**config.mk**
```make
export PLATFORM = sky130hd
export DESIGN_NAME = mem_req_arbiter
export DESIGN_NICKNAME = d
export VERILOG_FILES = /design/src/rtl/mem_req_arbiter.sv
export SDC_FILE = /design/constraint.sdc
export NUM_CORES = 1
export LEC_CHECK = 0
export CAP_MARGIN = 20
export CORE_AREA = 3 3 581 583
export CTS_BUF_LIST = sky130_fd_sc_hd__clkbuf_4 sky130_fd_sc_hd__clkbuf_8 sky130_fd_sc_hd__clkbuf_16
export CTS_CLUSTER_DIAMETER = 200
export CTS_CLUSTER_SIZE = 10
export DETAILED_ROUTE_END_ITERATION = 10
export DIE_AREA = 0 0 584 586
export PLACE_DENSITY = 0.3
export SETUP_SLACK_MARGIN = 0.15
export SLEW_MARGIN = 20
export SYNTH_ARGS = -nofsm -noshare
export SYNTH_HDL_FRONTEND = slang
export SYNTH_SLANG_ARGS = --single-unit
```
**constraint.sdc**
```tcl
create_clock -name ddr_clk_i -period 2.6 [get_ports ddr_clk_i]
set_input_delay 0.78 -clock ddr_clk_i [delete_from_list [all_inputs] [get_ports ddr_clk_i]]
set_output_delay 0.78 -clock ddr_clk_i [all_outputs]
set_load 0.05 [all_outputs]
```
**src/rtl/mem_req_arbiter.sv**
```systemverilog
// -----------------------------------------------------------------------------
// mem_req_arbiter
//
// Four-port round-robin arbiter in front of a single DDR burst controller.
// Port indices are fixed: 0=rd0, 1=wr0, 2=rd1, 3=wr1. Only one burst is
// outstanding downstream at a time. The winner's index, length and address
// are latched on selection. The owner then receives a one-cycle grant
// together with the downstream request. Read valids, write data requests and
// the finish pulse are routed to the owner only.
//
// Ports
//   ddr_clk_i, ddr_rst_n_i       clock, async active-low reset
//   local_init_done_i            DDR calibration complete; low aborts a burst
//   rdK_* / wrK_* (K=0,1)        upstream request/grant/data/finish per port
//   rd_ddr_* / wr_ddr_* / ddr_*  downstream burst controller handshake
//   arb_owner_o, arb_busy_o      latched owner index, burst in progress
//   arb_abort_o                  one-cycle pulse when init drops mid-burst
// -----------------------------------------------------------------------------
module mem_req_arbiter #(
    parameter int  ADDR_WIDTH    = 30,
    parameter int  MEM_DATA_BITS = 256,
    // Kept for drop-in compatibility with the original controller; the
    // registers here are modelled without clock-to-q delay.
    parameter real TCQ           = 0.1
) (
    input  logic                     ddr_clk_i,
    input  logic                     ddr_rst_n_i,
    input  logic                     local_init_done_i,
    // read port 0
    input  logic                     rd0_req_i,
    input  logic [7:0]               rd0_len_i,
    input  logic [ADDR_WIDTH-1:0]    rd0_addr_i,
    output logic                     rd0_gnt_o,
    output logic                     rd0_data_valid_o,
    output logic                     rd0_finish_o,
    // read port 1
    input  logic                     rd1_req_i,
    input  logic [7:0]               rd1_len_i,
    input  logic [ADDR_WIDTH-1:0]    rd1_addr_i,
    output logic                     rd1_gnt_o,
    output logic                     rd1_data_valid_o,
    output logic                     rd1_finish_o,
    output logic [MEM_DATA_BITS-1:0] rd_data_o,
    // write port 0
    input  logic                     wr0_req_i,
    input  logic [7:0]               wr0_len_i,
    input  logic [ADDR_WIDTH-1:0]    wr0_addr_i,
    input  logic [MEM_DATA_BITS-1:0] wr0_data_i,
    output logic                     wr0_gnt_o,
    output logic                     wr0_data_req_o,
    output logic                     wr0_finish_o,
    // write port 1
    input  logic                     wr1_req_i,
    input  logic [7:0]               wr1_len_i,
    input  logic [ADDR_WIDTH-1:0]    wr1_addr_i,
    input  logic [MEM_DATA_BITS-1:0] wr1_data_i,
    output logic                     wr1_gnt_o,
    output logic                     wr1_data_req_o,
    output logic                     wr1_finish_o,
    // downstream burst controller
    output logic                     rd_ddr_req_o,
    output logic                     wr_ddr_req_o,
    output logic [7:0]               ddr_len_o,
    output logic [ADDR_WIDTH-1:0]    ddr_addr_o,
    output logic [MEM_DATA_BITS-1:0] wr_ddr_data_o,
    input  logic                     rd_ddr_data_valid_i,
    input  logic [MEM_DATA_BITS-1:0] rd_ddr_data_i,
    input  logic                     rd_ddr_finish_i,
    input  logic                     wr_ddr_data_req_i,
    input  logic                     wr_ddr_finish_i,
    // status
    output logic [1:0]               arb_owner_o,
    output logic                     arb_busy_o,
    output logic                     arb_abort_o
);

    typedef enum logic [1:0] {
        ARB_IDLE  = 2'd0,
        ARB_ISSUE = 2'd1,
        ARB_BUSY  = 2'd2
    } arb_state_e;

    arb_state_e            state_q, state_d;
    logic [1:0]            rr_ptr_q, rr_ptr_d;
    logic [1:0]            owner_q, owner_d;
    logic [7:0]            len_q, len_d;
    logic [ADDR_WIDTH-1:0] addr_q, addr_d;

    logic                  unused_tcq;
    assign unused_tcq = (TCQ >= 0.0);

    // Request vector in port-index order.
    logic [3:0] req_vec;
    assign req_vec = {wr1_req_i, rd1_req_i, wr0_req_i, rd0_req_i};

    // Round-robin search starting at rr_ptr_q. Iterating from the farthest
    // offset down lets the nearest requester overwrite earlier hits.
    logic [1:0] win_idx;
    logic       win_found;
    always_comb begin
        logic [1:0] idx;
        idx       = 2'd0;
        win_idx   = rr_ptr_q;
        win_found = 1'b0;
        for (int i = 3; i >= 0; i--) begin
            idx = rr_ptr_q + 2'(i);
            if (req_vec[idx]) begin
                win_idx   = idx;
                win_found = 1'b1;
            end
        end
    end

    logic [7:0]            sel_len;
    logic [ADDR_WIDTH-1:0] sel_addr;
    always_comb begin
        sel_len  = rd0_len_i;
        sel_addr = rd0_addr_i;
        case (win_idx)
            2'd1:    begin sel_len = wr0_len_i; sel_addr = wr0_addr_i; end
            2'd2:    begin sel_len = rd1_len_i; sel_addr = rd1_addr_i; end
            2'd3:    begin sel_len = wr1_len_i; sel_addr = wr1_addr_i; end
            default: begin sel_len = rd0_len_i; sel_addr = rd0_addr_i; end
        endcase
    end

    // Odd indices are write ports.
    logic       owner_is_wr;
    logic [3:0] own_vec;
    logic       own_ddr_finish;
    assign owner_is_wr    = owner_q[0];
    assign own_vec        = 4'b0001 << owner_q;
    assign own_ddr_finish = owner_is_wr ? wr_ddr_finish_i : rd_ddr_finish_i;

    logic [3:0] gnt_vec, fin_vec;
    logic       rd_req, wr_req, abort;

    always_comb begin
        state_d  = state_q;
        rr_ptr_d = rr_ptr_q;
        owner_d  = owner_q;
        len_d    = len_q;
        addr_d   = addr_q;
        gnt_vec  = 4'b0000;
        fin_vec  = 4'b0000;
        rd_req   = 1'b0;
        wr_req   = 1'b0;
        abort    = 1'b0;
        case (state_q)
            ARB_IDLE: begin
                if (local_init_done_i && win_found) begin
                    owner_d  = win_idx;
                    len_d    = sel_len;
                    addr_d   = sel_addr;
                    rr_ptr_d = win_idx + 2'd1;
                    state_d  = ARB_ISSUE;
                end
            end
            ARB_ISSUE: begin
                if (!local_init_done_i) begin
                    fin_vec = own_vec;
                    abort   = 1'b1;
                    state_d = ARB_IDLE;
                end else begin
                    gnt_vec = own_vec;
                    if (len_q == 8'd0) begin
                        // Empty burst completes without touching downstream.
                        fin_vec = own_vec;
                        state_d = ARB_IDLE;
                    end else begin
                        rd_req  = ~owner_is_wr;
                        wr_req  = owner_is_wr;
                        state_d = ARB_BUSY;
                    end
                end
            end
            ARB_BUSY: begin
                if (!local_init_done_i) begin
                    fin_vec = own_vec;
                    abort   = 1'b1;
                    state_d = ARB_IDLE;
                end else if (own_ddr_finish) begin
                    fin_vec = own_vec;
                    state_d = ARB_IDLE;
                end
            end
            default: state_d = ARB_IDLE;
        endcase
    end

    always_ff @(posedge ddr_clk_i or negedge ddr_rst_n_i) begin
        if (!ddr_rst_n_i) begin
            state_q  <= ARB_IDLE;
            rr_ptr_q <= 2'd0;
            owner_q  <= 2'd0;
            len_q    <= 8'd0;
            addr_q   <= '0;
        end else begin
            state_q  <= state_d;
            rr_ptr_q <= rr_ptr_d;
            owner_q  <= owner_d;
            len_q    <= len_d;
            addr_q   <= addr_d;
        end
    end

    // Data-phase routing is only live while a burst is outstanding.
    logic       in_busy;
    logic [3:0] vld_vec, dreq_vec;
    assign in_busy  = (state_q == ARB_BUSY);
    assign vld_vec  = (rd_ddr_data_valid_i && in_busy && !owner_is_wr) ? own_vec : 4'b0000;
    assign dreq_vec = (wr_ddr_data_req_i   && in_busy &&  owner_is_wr) ? own_vec : 4'b0000;

    always_comb begin
        case (owner_q)
            2'd1:    wr_ddr_data_o = wr0_data_i;
            2'd3:    wr_ddr_data_o = wr1_data_i;
            default: wr_ddr_data_o = '0;
        endcase
    end

    assign rd0_gnt_o        = gnt_vec[0];
    assign wr0_gnt_o        = gnt_vec[1];
    assign rd1_gnt_o        = gnt_vec[2];
    assign wr1_gnt_o        = gnt_vec[3];
    assign rd0_finish_o     = fin_vec[0];
    assign wr0_finish_o     = fin_vec[1];
    assign rd1_finish_o     = fin_vec[2];
    assign wr1_finish_o     = fin_vec[3];
    assign rd0_data_valid_o = vld_vec[0];
    assign rd1_data_valid_o = vld_vec[2];
    assign wr0_data_req_o   = dreq_vec[1];
    assign wr1_data_req_o   = dreq_vec[3];
    assign rd_data_o        = rd_ddr_data_i;

    assign rd_ddr_req_o = rd_req;
    assign wr_ddr_req_o = wr_req;
    assign ddr_len_o    = len_q;
    assign ddr_addr_o   = addr_q;
    assign arb_owner_o  = owner_q;
    assign arb_busy_o   = (state_q != ARB_IDLE);
    assign arb_abort_o  = abort;

endmodule

```
Word level (Yosys, flattened, before mapping):

Cells that the tools add are included.

* register bits: 44
* output and inout bits: 568
* logic and storage cells: 79

* add/subtract/negate cells: 4
* magnitude comparators: 4
* equality and inequality tests: 9
* shift-type cells: 1
* mux-type cells: 43
* bitwise gates (word level): 1
* reduce and logical (&&, ||, !) cells: 12

Operator list (number)
* $pmux 256 s2: 1
* $pmux 30 s3: 1
* $mux 4: 7
* $pmux 8 s3: 1
* $mux 2: 9
* $mux 1: 17
* $lt 2x3->1 const B: 4
* $bmux 1 s2: 4
* $eq 2x2->1 const B: 4
* $logic_not 8->1: 1
* $pmux 4 s2: 1
* $eq 2x1->1 const B: 3
* $pmux 2 s3: 1
* $logic_and 1x1->1: 5
* $add 2x1->2 const B: 2
* $add 2x2->2 const B: 2
* $reduce_and 2->1: 2
* $shl 1x2->4 const A: 1
* $mux 3: 1
* $ne 3x3->1 const B: 1
* $logic_not 2->1: 1
* $ne 2x2->1 const B: 1
* $reduce_bool 2->1: 1
* $reduce_or 2->1: 1
* 2 further kinds: 2

Logic depth before layout (Yosys ltp):

* word-level depth: 10
* mapped depth: 11
* mapped depth without buffers: 9

Least setup slack after synthesis:

No wires, ideal clock.

* path type: flip-flop to output port
* start point: reg len_q[5], in the netlist ddr_len_o[5]
* end point: out rd0_finish_o
* arrival: 2.484 ns
* path slack: -0.664 ns
* stages on the path, launching flop included: 5
* buffers on the path: 0
* cells stage by stage: dfrtp_1 > or4_1 > o21ai_1 > a31oi_1 > nor3_1

* longest elaborated chain between the ends: 4

RTL lines
* start, declared: RTL line 86 `logic [7:0] len_q, len_d;`
* start signal, assigned: RTL line 202 `len_q <= len_d;`
* $logic_not 8->1: RTL line 166 `if (len_q == 8'd0) begin`
* $mux 4: RTL line 166
* $mux 4: RTL line 160 `if (!local_init_done_i) begin`
* $pmux 4 s2: RTL line 149 `case (state_q)`
* end, declared: RTL line 35 `output logic rd0_finish_o,`

No other way between the ends.

Worst setup path in the final report:

* start point: reg owner_q[1], in the netlist arb_owner_o[1]
* end point: out wr_ddr_data_o[210]

* longest elaborated chain between the ends: 2

RTL lines
* start, declared: RTL line 85 `logic [1:0] owner_q, owner_d;`
* start signal, assigned: RTL line 201 `owner_q <= owner_d;`
* $eq 2x2->1 / $eq 2x1->1 (equally long branches): RTL line 215 `case (owner_q)`
* $pmux 256 s2 (*): RTL line 215
* end, declared: RTL line 65 `output logic [MEM_DATA_BITS-1:0] wr_ddr_data_o,`

Every way passes the cells marked *; elsewhere a longest branch is shown, timed or not.

==> summary.md <==
| Metric | Value |
|---|---|
| Status | finished with violations |
| Failing checks | negative setup slack |
| Synth Register Bits | 44 |
| Via/cell ratio | 2.120 |
| Die area | 342200 µm² |
| Worst slew pin tran | 0.8379 ns |
| Power Density | 1203 nW/µm² |
| I/O Buffers | 986 |
| GRT met1 Usage | 11.81% |
| 1st-pass router iterations | 7 |
| Top cells by area, synth | mux2i_1, buf_4, nor2b_1 |
| Critical path type | register to primary output |
| Total power | 39240 µW |
| Final nets | 3017 |
| TritonCTS Buffers | 5 |
| MaxCap Viol Count | 0 |
| DR iter-0 viols | between 700 and 800 |
| Register area share after synthesis | 12.11% |
| Vias in the first global route | 14190 |
| Root Driver | clkbuf_16 |
| Data required, critical path | ~1.8 ns |
| Clk_skew | about 0.027 ns |
| Area leader, netlist | mux2i_1 |
| Final Max Slew Viols | 0 |
| H-tree Lvls | 2 |
| Unrepaired setup endpoints after global routing | yes |
| Busiest grt layer | met2 |
| Maximum buffer depth of the clock tree | 2 |
| Crit end category | primary output |
| Non-filler instance count after layout | 6549 |
| VDD IR max | 0.0004311 V |
| GP Congestion | 0.7955 |
| Crit path launch type | register |
| Fin crit share | 115.3% |
| HP Class | primary input to asynchronous set/reset pin |
| Overall Global Routing Usage | 11.99% |
| GR Util met2 | 19.86% |
| Final setup violation count | 277 |
| Post-detail-place hpwl | 192900 µm |
| Width of the die | 584 µm |
| Final-report hold violation count | 0 |
| Met3 usage | 8.470% |
| Syn avg cell area | 7.850 µm² |
| Fraction of registers with async set/reset | 100.0% |
| Syn Inst Count | 1158 |
| DRC | 0 |
| Mapped Area | 9090 µm² |
| Initial Utilization | 2.728% |
| Most frequent cells after synthesis | buf_4, mux2i_1, nor2b_1 |
| Primary FF master, synth | dfrtp_1 |
| Final Critical Period | between 2 and 3 ns |
| Leak Pwr | 0.01123 µW |
| IO Count | 1499 |
| Syn Nets | 2096 |
| Routed WL per cell | about 33 µm |
| First-pass GRT wire length | 244600 µm |
| Top achievable clock speed | around 330 MHz |
| Initial antenna violation count | ~210 |
| Pin count of the biggest net entering global routing | 54 |
| Synth cell types | 32 |
| CTS tree | yes |
| Row Count | 212 |
| Core Area | 333200 µm² |
| WL final | 214900 µm |
| Multi-input gate area | 8810 µm² |
| Startpoint of the worst-slack reg-to-reg timing path | rr_ptr_q[1] |
| Placed insts | 6337 |
| Later-pin clock latency in the skew report | 0.35 ns |
| Crit path from | arb_owner_o[1] |
| Largest fanout on the critical path | 8 |
| Layout cells sized above 1 | 51.44% |
| Via count | 13880 |
| Synth top area share | 28.41% |
| Crit path DAT | 2.22 ns |
| Final setup margin | -0.3975 ns |
| FILL cells | 38360 |
| Synth-to-layout area growth | 258.8% |
| Slew Limit Headroom | 44.14% |
| Clock-pin slew on the worst setup and hold paths | around 0.09 ns |
| Die height | 586 µm |
| Yosys warnings | 0 |
| Worst reg-to-reg setup slack | 0.08 ns |
| Remaining antenna violation count | 0 |
| Register Area | roughly 1100 µm² |
| Total gr overflow | 0 |
| TritonCTS Sinks | 44 |
| Post-synth EDFFs | 0 |
-- report_power, final --
part           total (µW)  internal, µW  switching (µW)
clock                 883           457             426
sequential           1290           996             298
combinational       37100         17800           19200
total               39200         19300           19900
-- repair_timing --
| item | CTS | global route |
|---|---|---|
| cloned | 33 | 5 |
| resized for setup | 437 | 164 |
| setup endpoints to repair | 317 | 311 |
| pin swaps | 23 | 37 |
| buffers inserted | 68 | 16 |
| hold buffers | 0 | 0 |
-- metal layers --
| metal | vias up | wire [µm] |
|---|---|---|
| li1 | 5655 | - |
| met1 | 6369 | 71690 |
| met2 | 1212 | 99100 |
| met3 | 501 | 34680 |
| met4 | 144 | 8461 |
| met5 | - | 959 |
-- state kept, by name, indices dropped and copies added, names as in the netlist --
name	flops
state_q	2
rr_ptr_q	2
ddr_addr_o	30
ddr_len_o	8
arb_owner_o	2
-- critical path: stages (launching register included) --
cell,delay [ns]
dfrtp_4,0.52
buf_16,0.19
buf_16,0.18
buf_16,0.20
buf_4,0.13
mux2i_1,0.12
nor2b_2,0.28
buf_12,0.18
-- cell type report --
class                      instances  area share, %
sequential                        44          3.422
clock buffer                       5         0.3837
antenna                           82         0.6292
multi-input combinational        761          27.01
clock inverter                     3         0.1304
timing repair buffer            1257          51.44
inverter                          10         0.1458
tap                             4387          16.83
-- worst paths after layout --
| kind | endpoint | cells past startpoint |
|---|---|---|
| worst max-delay path | wr_ddr_data_o[210] | 7 |
| worst min-delay path | ddr_len_o[6] | 1 |
| worst max register to register | ddr_addr_o[9] | 10 |
| worst min register to register | ddr_addr_o[25] | 2 |
| max in group asynchronous | ddr_addr_o[14] | 1 |
| min in group ddr_clk_i | ddr_addr_o[25] | 2 |
-- metrics by stage --
step,setup slack (ns),setup TNS [ns],util (%),hold WS (ns),instance area [µm²]
2_1_floorplan,-0.03595,-0.03595,-,0.4844,10420
3_3_place_gp,-1.090,-49.57,8.279,0.4715,27580
3_5_place_dp,-1.101,-49.40,8.279,0.4738,27580
4_1_cts,-0.4415,-79.06,9.414,0.4933,31360
5_1_grt,-0.4701,-92.69,9.762,0.5167,32520
6_report,-0.3975,-71.08,9.788,0.4724,32610
-- placed cells by master, fill, tap and decap left out, drive strengths merged --
master,netlist,final
clkdlybuf4s50,0,678
buf,301,566
mux2i,258,258
nor2b,257,257
diode,0,82
nor2,51,51
nand2,44,44
dfrtp,44,44
a21oi,42,42
o21ai,40,40
a222oi,39,39
clkbuf,42,10
inv,10,10
ha,7,7
nor3,4,4
o22ai,4,4
bufbuf,0,3
dlymetal6s2s,0,3
mux2,3,3
nand2b,2,2
or4,2,2
and2,1,1
o41ai,1,1
or2,1,1
and3,1,1
o22a,1,1
a31oi,1,1
nor3b,1,1
a2bb2oi,1,1
clkinvlp,0,1
clkinv,0,1
bufinv,0,1
clkdlybuf4s15,0,1
dlygate4sd2,0,1
-- kinds of logic (layout without fill, tap and decap cells) --
group	after synthesis	in the layout	share of synthesized area (%)
multiplexers	261	261	28.82
adder cells (fa/ha/maj)	7	7	0.9635
flip-flops	44	44	12.11
AND/OR/NAND/NOR	364	364	22.42
buffers and inverters	353	1275	26.15
AO/OA/AOI/OAI	129	129	9.525
other	0	82	0
Power figures use the tool's default switching activity.
